$ cat config.mk
export PLATFORM = sky130hd
export DESIGN_NAME = muldiv_seq
export DESIGN_NICKNAME = d
export VERILOG_FILES = /design/src/rtl/muldiv_seq.sv
export SDC_FILE = /design/constraint.sdc
export NUM_CORES = 1
export LEC_CHECK = 0
export ABC_AREA = 1
export BUFFER_PORTS_ARGS = -buffer_cell sky130_fd_sc_hd__buf_4
export CAP_MARGIN = 10
export CORE_MARGIN = 2
export CORE_UTILIZATION = 50
export DETAILED_ROUTE_END_ITERATION = 8
export GPL_TIMING_DRIVEN = 0
export PLACE_DENSITY_LB_ADDON = 0.05
export SYNTH_ARGS = -nofsm -noshare
export SYNTH_HDL_FRONTEND = slang
export SYNTH_SLANG_ARGS = --single-unit
$ cat constraint.sdc
create_clock -name clk -period 1.66 [get_ports clk]
set_input_delay 0.083 -clock clk [delete_from_list [all_inputs] [get_ports clk]]
set_output_delay 0.083 -clock clk [all_outputs]
set_load 0.05 [all_outputs]
$ cat src/rtl/muldiv_seq.sv
// muldiv_seq: sequencer between the main control FSM and an external
// multiply/divide unit. It latches an operation, enables the selected unit,
// waits (with a bounded timeout) for its completion strobe and commits the
// result to the architectural HI/LO registers.
//
// Ports:
//   clk, reset                  rising-edge clock, asynchronous active-low reset
//   op_start, op_sel            request (sampled only in IDLE); 0 = MULT, 1 = DIV
//   op_a, op_b                  operands, latched on accept
//   mult_ctrl, div_ctrl         unit enables, high through LAUNCH and WAIT
//   unit_a, unit_b              latched operands, stable while busy
//   unit_done, unit_hi, unit_lo unit completion strobe and results
//   hi, lo                      architectural HI/LO registers
//   busy, done                  not-IDLE indicator, one-cycle completion pulse
//   div_zero, timeout           sticky status flags, cleared on the next accept
//   dbg_state                   current FSM state encoding
//
// Handshake: op_start is a level request that is taken on a rising edge only
// while the block is IDLE; there is no back-pressure and nothing is queued, so
// a request raised while busy is simply dropped. unit_done is a one-cycle
// strobe that counts only in WAIT, with unit_hi/unit_lo valid in that cycle.
module muldiv_seq #(
  parameter int TIMEOUT = 40
) (
  input  logic        clk,
  input  logic        reset,
  input  logic        op_start,
  input  logic        op_sel,
  input  logic [31:0] op_a,
  input  logic [31:0] op_b,
  output logic        mult_ctrl,
  output logic        div_ctrl,
  output logic [31:0] unit_a,
  output logic [31:0] unit_b,
  input  logic        unit_done,
  input  logic [31:0] unit_hi,
  input  logic [31:0] unit_lo,
  output logic [31:0] hi,
  output logic [31:0] lo,
  output logic        busy,
  output logic        done,
  output logic        div_zero,
  output logic        timeout,
  output logic [2:0]  dbg_state
);

  typedef enum logic [2:0] {
    S_IDLE    = 3'd0,
    S_LAUNCH  = 3'd1,
    S_WAIT    = 3'd2,
    S_CAPTURE = 3'd3,
    S_DZERO   = 3'd4,
    S_FAULT   = 3'd5
  } state_t;

  localparam logic [5:0] LAST = 6'(TIMEOUT - 1);

  state_t      state;
  state_t      next_state;
  logic        sel_q;
  logic [5:0]  cnt;
  logic [31:0] res_hi;
  logic [31:0] res_lo;
  logic        accept;
  logic        is_dz;
  logic        unit_active;

  assign accept      = (state == S_IDLE) && op_start;
  assign is_dz       = op_sel && (op_b == 32'd0);
  assign unit_active = (state == S_LAUNCH) || (state == S_WAIT);

  // Enables and status are decoded straight from the state register so that
  // an asynchronous reset drops them in the same cycle.
  assign mult_ctrl = unit_active && !sel_q;
  assign div_ctrl  = unit_active && sel_q;
  assign busy      = (state != S_IDLE);
  assign done      = (state == S_CAPTURE) || (state == S_DZERO) || (state == S_FAULT);
  assign dbg_state = state;

  always_ff @(posedge clk or negedge reset) begin
    if (!reset) state <= S_IDLE;
    else        state <= next_state;
  end

  always_comb begin
    next_state = state;
    case (state)
      S_IDLE:    if (op_start) next_state = is_dz ? S_DZERO : S_LAUNCH;
      S_LAUNCH:  next_state = S_WAIT;
      // unit_done is checked first so a completion on the last allowed cycle
      // still counts as a success.
      S_WAIT: begin
        if (unit_done)        next_state = S_CAPTURE;
        else if (cnt == LAST) next_state = S_FAULT;
      end
      S_CAPTURE: next_state = S_IDLE;
      S_DZERO:   next_state = S_IDLE;
      S_FAULT:   next_state = S_IDLE;
      default:   next_state = S_IDLE;
    endcase
  end

  always_ff @(posedge clk or negedge reset) begin
    if (!reset) begin
      sel_q    <= 1'b0;
      unit_a   <= 32'd0;
      unit_b   <= 32'd0;
      cnt      <= 6'd0;
      res_hi   <= 32'd0;
      res_lo   <= 32'd0;
      hi       <= 32'd0;
      lo       <= 32'd0;
      div_zero <= 1'b0;
      timeout  <= 1'b0;
    end else begin
      if (accept) begin
        unit_a   <= op_a;
        unit_b   <= op_b;
        sel_q    <= op_sel;
        // Flags are cleared by a new accept; a divide-by-zero is flagged at
        // once so the flag is already visible alongside its done pulse.
        div_zero <= is_dz;
        timeout  <= 1'b0;
      end
      if (state == S_LAUNCH) cnt <= 6'd0;
      if (state == S_WAIT) begin
        if (unit_done) begin
          // Unit results are only guaranteed alongside the strobe, so they
          // are held here for the CAPTURE write.
          res_hi <= unit_hi;
          res_lo <= unit_lo;
        end else if (cnt == LAST) begin
          timeout <= 1'b1;
        end else begin
          cnt <= cnt + 6'd1;
        end
      end
      if (state == S_CAPTURE) begin
        hi <= res_hi;
        lo <= res_lo;
      end
    end
  end

endmodule

-- Word level (Yosys, flattened, before mapping)
Index checks and enable logic that the tools add are counted.
- equality and inequality tests: 8
- add/subtract/negate cells: 1
- reduce and logical (&&, ||, !) cells: 13
- muxes and demuxes: 13
- operator list (operator ; number):
    32-bit zero test ; 1
    6-bit 2-to-1 mux ; 4
    3-bit 2-to-1 mux ; 4
    3-bit one-hot mux with 3 select lines ; 1
    6-bit by 1-bit adder with 6-bit output (second input constant) ; 1
    3-bit by 2-bit == test with 1-bit output (second input constant) ; 2
    3-bit == test (second input constant) ; 2
    6-bit == test (second input constant) ; 1
    1-bit logical AND ; 4
    1-bit 2-to-1 mux ; 4
    2-bit AND reduction ; 2
    3-bit by 1-bit == test with 1-bit output (second input constant) ; 1
    3-bit zero test ; 1
    1-bit logical OR ; 3
    3-bit != test (second input constant) ; 1
    3-bit nonzero test ; 1
    2-bit != test (second input constant) ; 1
    1-bit zero test ; 1
- bits in registers: 204
- word-level logic and storage cells: 46
- output and inout bits: 137
- bits of input ports: 133

-- Depth between registers and ports, before layout
- depth after elaboration: 6
- depth in mapped cells: 8
- gate-level depth less buffers: 8

-- Worst setup path after synthesis
OpenSTA, ideal clock, no wires.
- path type: register to output
- from: reg state[0], in the netlist dbg_state[0]
- to: out div_ctrl
- stages on the path, launching flop included: 4
- arrival: 2.119 ns
- required time: 1.577 ns
- path buffers: 0
- path slack: -0.542 ns
- path through: dfrtp_1 -> nor2_4 -> nand2_1 -> a21boi_0
- cells in the longest elaborated chain, start to end: 3
- elaborated cells on any way between the ends: 4
- classes of those cells: eq/ne: 2; reduce/logical: 2
- ends and longest elaborated chain (what ; line ; RTL):
    from (decl) ; 58 ; state_t state;
    from (signal assigned) ; 82 ; else state <= next_state;
    3-bit by 1-bit == test with 1-bit output / 3-bit by 2-bit == test with 1-bit output (equally long branches) ; 70 ; assign unit_active = (state == S_LAUNCH) || (state == S_WAIT);
    1-bit logical OR * ; 70 ;
    1-bit logical AND * ; 75 ; assign div_ctrl = unit_active && sel_q;
    to (decl) ; 32 ; output logic div_ctrl,
Mark *: on every way between the ends. The rest lies on a longest branch, timed or not.

-- Worst setup path after layout
- from: reg state[2], in the netlist dbg_state[2]
- to: out div_ctrl
The elaborated chain is that of the path after synthesis.

==> results list <==
* Run status: finished with violations
- The checks that failed: negative setup slack.
* Nets: 1309
- Post-synthesis cell count: 738
- The worst setup path is captured at a primary output.
* Starting Density: 50.79%
- Total routing resource utilization after global routing: 25.72%
- In the global route stage, met3 resource usage came out at 5.741%.
- Number of max-capacitance violations reported: 0
- The top cell types in the final layout, fill and taps aside, are 283 x sky130_fd_sc_hd__buf_4, 201 x sky130_fd_sc_hd__dfrtp_1, 132 x sky130_fd_sc_hd__dlygate4sd3_1.
* Maximum frequency from static timing analysis: 578.8 MHz
* Wire length per cell after detailed routing: 16.24 um
* Post-detailed-route count of antenna-violating nets: 0
* Total wire length: 22860 um
- After the first detailed-routing iteration, the DRC count stood at 296.
* Worst slew margin relative to its limit: 52.40%
- In this run the standard cell core region covers 15830 um^2.
- Global routing consumed, on the met2 layer, 44.39% of the routing resources.
* Number of standard-cell rows in the floorplan: 46
* Number of DRC violations after detailed routing: 0
- Proportion of layout cells with a drive suffix above 1: 37.36%
- The smallest clock period supported by the final layout is computed as 1728 ps.
- Power spread over the standard cell area amounts to 2258 nW/um^2.
- Using the TritonRoute via totals, the vias-per-cell ratio works out to 4.830.
- The floorplan step set the die width to 130.8 um.
- Top Ports: 270
* Die height: 130.8 um
* Overall power consumption: 28.86 mW
- The HPWL after detailed placement is 13810 um.
- The layout has 945 filler cells.
- Global routing consumed, on the met1 layer, 31.77% of the routing resources.
- In the finished design, the share of the clock period the worst path needs comes to 104.1%.
- The library cell used most frequently in the layout, excluding fill and tap cells, is sky130_fd_sc_hd__buf_4.
- WS Path Type: flop to primary output
- Later-pin clock latency in the skew report: 500 ps
- Setup violations remaining at the end of the flow were counted as 2.
- The number of pins exceeding their max-slew limit in the final report came to 0.
- The number of global-route vias before repair came to 6872.
- Register-to-Register Setup Slack: 20 ps
- TritonCTS clock tree: done
- At the pin with the least slew margin, the transition time is 714.0 ps.
- Maximum fanout encountered on the critical timing path: 4
* Part of the Yosys area used for sequential elements: 63.50%
* Unrepaired setup endpoints after global routing: yes
- Static leakage: 6.570 nW
- Start point of the critical path: dbg_state[2]
- For this run the aggregate overflow at the end of global routing stands at 0.
* Number of storage elements in the synthesis netlist: 204
- For the worst setup path, the data arrival time is 1640 ps.
* Final-report hold violation count: 0
* Wire length of the first global-routing pass: 34380 um
* Layer with the highest usage after global routing: met2
* Via Count: 6800
- At the worst endpoint, the required time is 1580 ps.
* Clk slew on worst S/H paths: 60 ps
- The first detailed-routing pass ran for 4 iterations.
- Worst voltage drop across the vdd grid: 1758 uV
- Summing all multi-input logic gate instances after layout gives 2562 um^2.
- After synthesis, the netlist uses 27 different library cells.
- Entering global routing, the biggest net connects 109 pins.
- After synthesis, the mean cell area works out to 10.89 um^2.
- Counting every net in the synthesized netlist gives 872.
- Async set-or-reset flop fraction in the synthesized netlist: 100.0%
* Number of input and output port buffers inserted: 269
- The longest clock path from root to sink contains 3 buffers.
- Classification of the worst-slack hold path: input port to async pin
- Setup crit start kind: flop
- Final Wtd Congestion: 0.7703
* Worst Slack Setup Final: -67.70 ps
- Clock Sinks: 204
* Final setup skew: 16.27 ps
- The Yosys step of the flow raised 0 warnings.
- The worst register-to-register path ends at unit_b[18].
- Initial antenna violation count: 1
- On the final layout, the worst hold slack is 245.4 ps.
* Total standard cell area after synthesis: 8039 um^2
- Number of cells on the worst reg-to-reg path: 7
* Area growth from synthesis to layout: 58.99%
- Clock tree synthesis selected as its root buffer the cell sky130_fd_sc_hd__clkbuf_16.
- Count of flip-flops with a built-in enable after synthesis: 0
* Register area: 5109 um^2
* Inserted Clock Buffers: 22
- For this run, the leading register cell type out of synthesis is sky130_fd_sc_hd__dfrtp_1.
- Worst reg2reg path startpoint: dbg_state[2]
* Die area: 17110 um^2
* Number of H-tree levels: 1
==> cells by family after synthesis <==
logic type      Yosys count  share of synthesized area (%)
compound gates          155                          9.821
xor+xnor                  3                         0.3269
fa+ha+maj                 1                         0.1556
buf+inv                 123                          6.661
flops                   204                          63.50
mux                      52                          9.665
simple gates            200                          9.868
==> repair_timing <==
item,in CTS,in global routing
setup buffers,6,6
endpoints found under the setup margin,3,121
cloned,0,1
resized for setup,20,62
hold buffers,132,0
hold endpoints to repair,232,0
pin swaps,4,2
==> cell type report <==
cell class	instances	share of cell area [%]
Clock inverter	9	0.5678
Antenna cell	1	0.01958
Inverter	87	2.594
Sequential cell	204	39.97
Clock buffer	31	5.130
Tap cell	216	2.115
Multi-Input combinational cell	411	20.05
Timing Repair Buffer	415	27.46
Buffer	34	2.095
==> sequential cells by signal, summed over array words and instances (netlist names), 3 cells and up <==
register   count
cnt            6
res_hi        32
lo            32
dbg_state      3
unit_a        32
res_lo        32
unit_b        32
hi            32
==> worst max path at each step <==
stage / end / slack [ps] / cells after the start
6_report: div_ctrl / -70 / 5
5_1_grt: div_ctrl / -130 / 5
4_1_cts: mult_ctrl / -60 / 5
3_5_place_dp: done / 9 / 6
3_3_place_gp: dbg_state[1] / -1120 / 1
2_1_floorplan: sel_q / -80 / 6
==> cell usage after synthesis (2+ instances only) <==
library cell / n / share of area, %
sky130_fd_sc_hd__a21oi_1: 68 / 4.2
sky130_fd_sc_hd__buf_2: 22 / 1.4
sky130_fd_sc_hd__buf_6: 6 / 0.84
sky130_fd_sc_hd__clkbuf_1: 7 / 0.33
sky130_fd_sc_hd__dfrtp_1: 204 / 64
sky130_fd_sc_hd__inv_1: 86 / 4.0
sky130_fd_sc_hd__mux2_4: 51 / 9.5
sky130_fd_sc_hd__nand2_1: 99 / 4.6
sky130_fd_sc_hd__nand3_1: 9 / 0.56
sky130_fd_sc_hd__nand4_1: 2 / 0.16
sky130_fd_sc_hd__nor2_1: 85 / 4.0
sky130_fd_sc_hd__nor2_4: 2 / 0.28
sky130_fd_sc_hd__o21ai_0: 82 / 5.1
sky130_fd_sc_hd__xor2_1: 2 / 0.22
==> through the flow <==
step	worst slack, ps	cells	setup TNS (ps)	utilization (%)	instance area, um^2
floorplan	-79.76	738	-4074	-	8046
global placement	-1117	1223	-183930	65.30	10340
detailed placement	9.019	1224	0	65.53	10370
CTS	-64.53	1402	-245.3	79.26	12550
global route	-130.7	1408	-2559	80.75	12780
finish	-67.70	1408	-124.9	80.75	12780
==> critical path, cell delays in order, from the launching register on <==
cell and delay, ps:
sky130_fd_sc_hd__dfrtp_2 440, sky130_fd_sc_hd__buf_6 130, sky130_fd_sc_hd__nor2_4 140, sky130_fd_sc_hd__nand2_4 100, sky130_fd_sc_hd__a21boi_2 150, sky130_fd_sc_hd__buf_6 170
==> routing by layer <==
layer / wire [um] / vias up / share of wire (%)
li1: - / 3230 / -
met1: 9154 / 3287 / 40
met2: 11540 / 220 / 50
met3: 1369 / 63 / 6.0
met4: 799 / 0 / 3.5
met5: 0 / - / 0
==> where the power goes <==
part,switching [mW],internal [mW]
Sequential,1.25,7.40
Clock,1.96,2.91
Combinational,10.0,5.29
No activity file was read; power rests on OpenSTA's default activity.
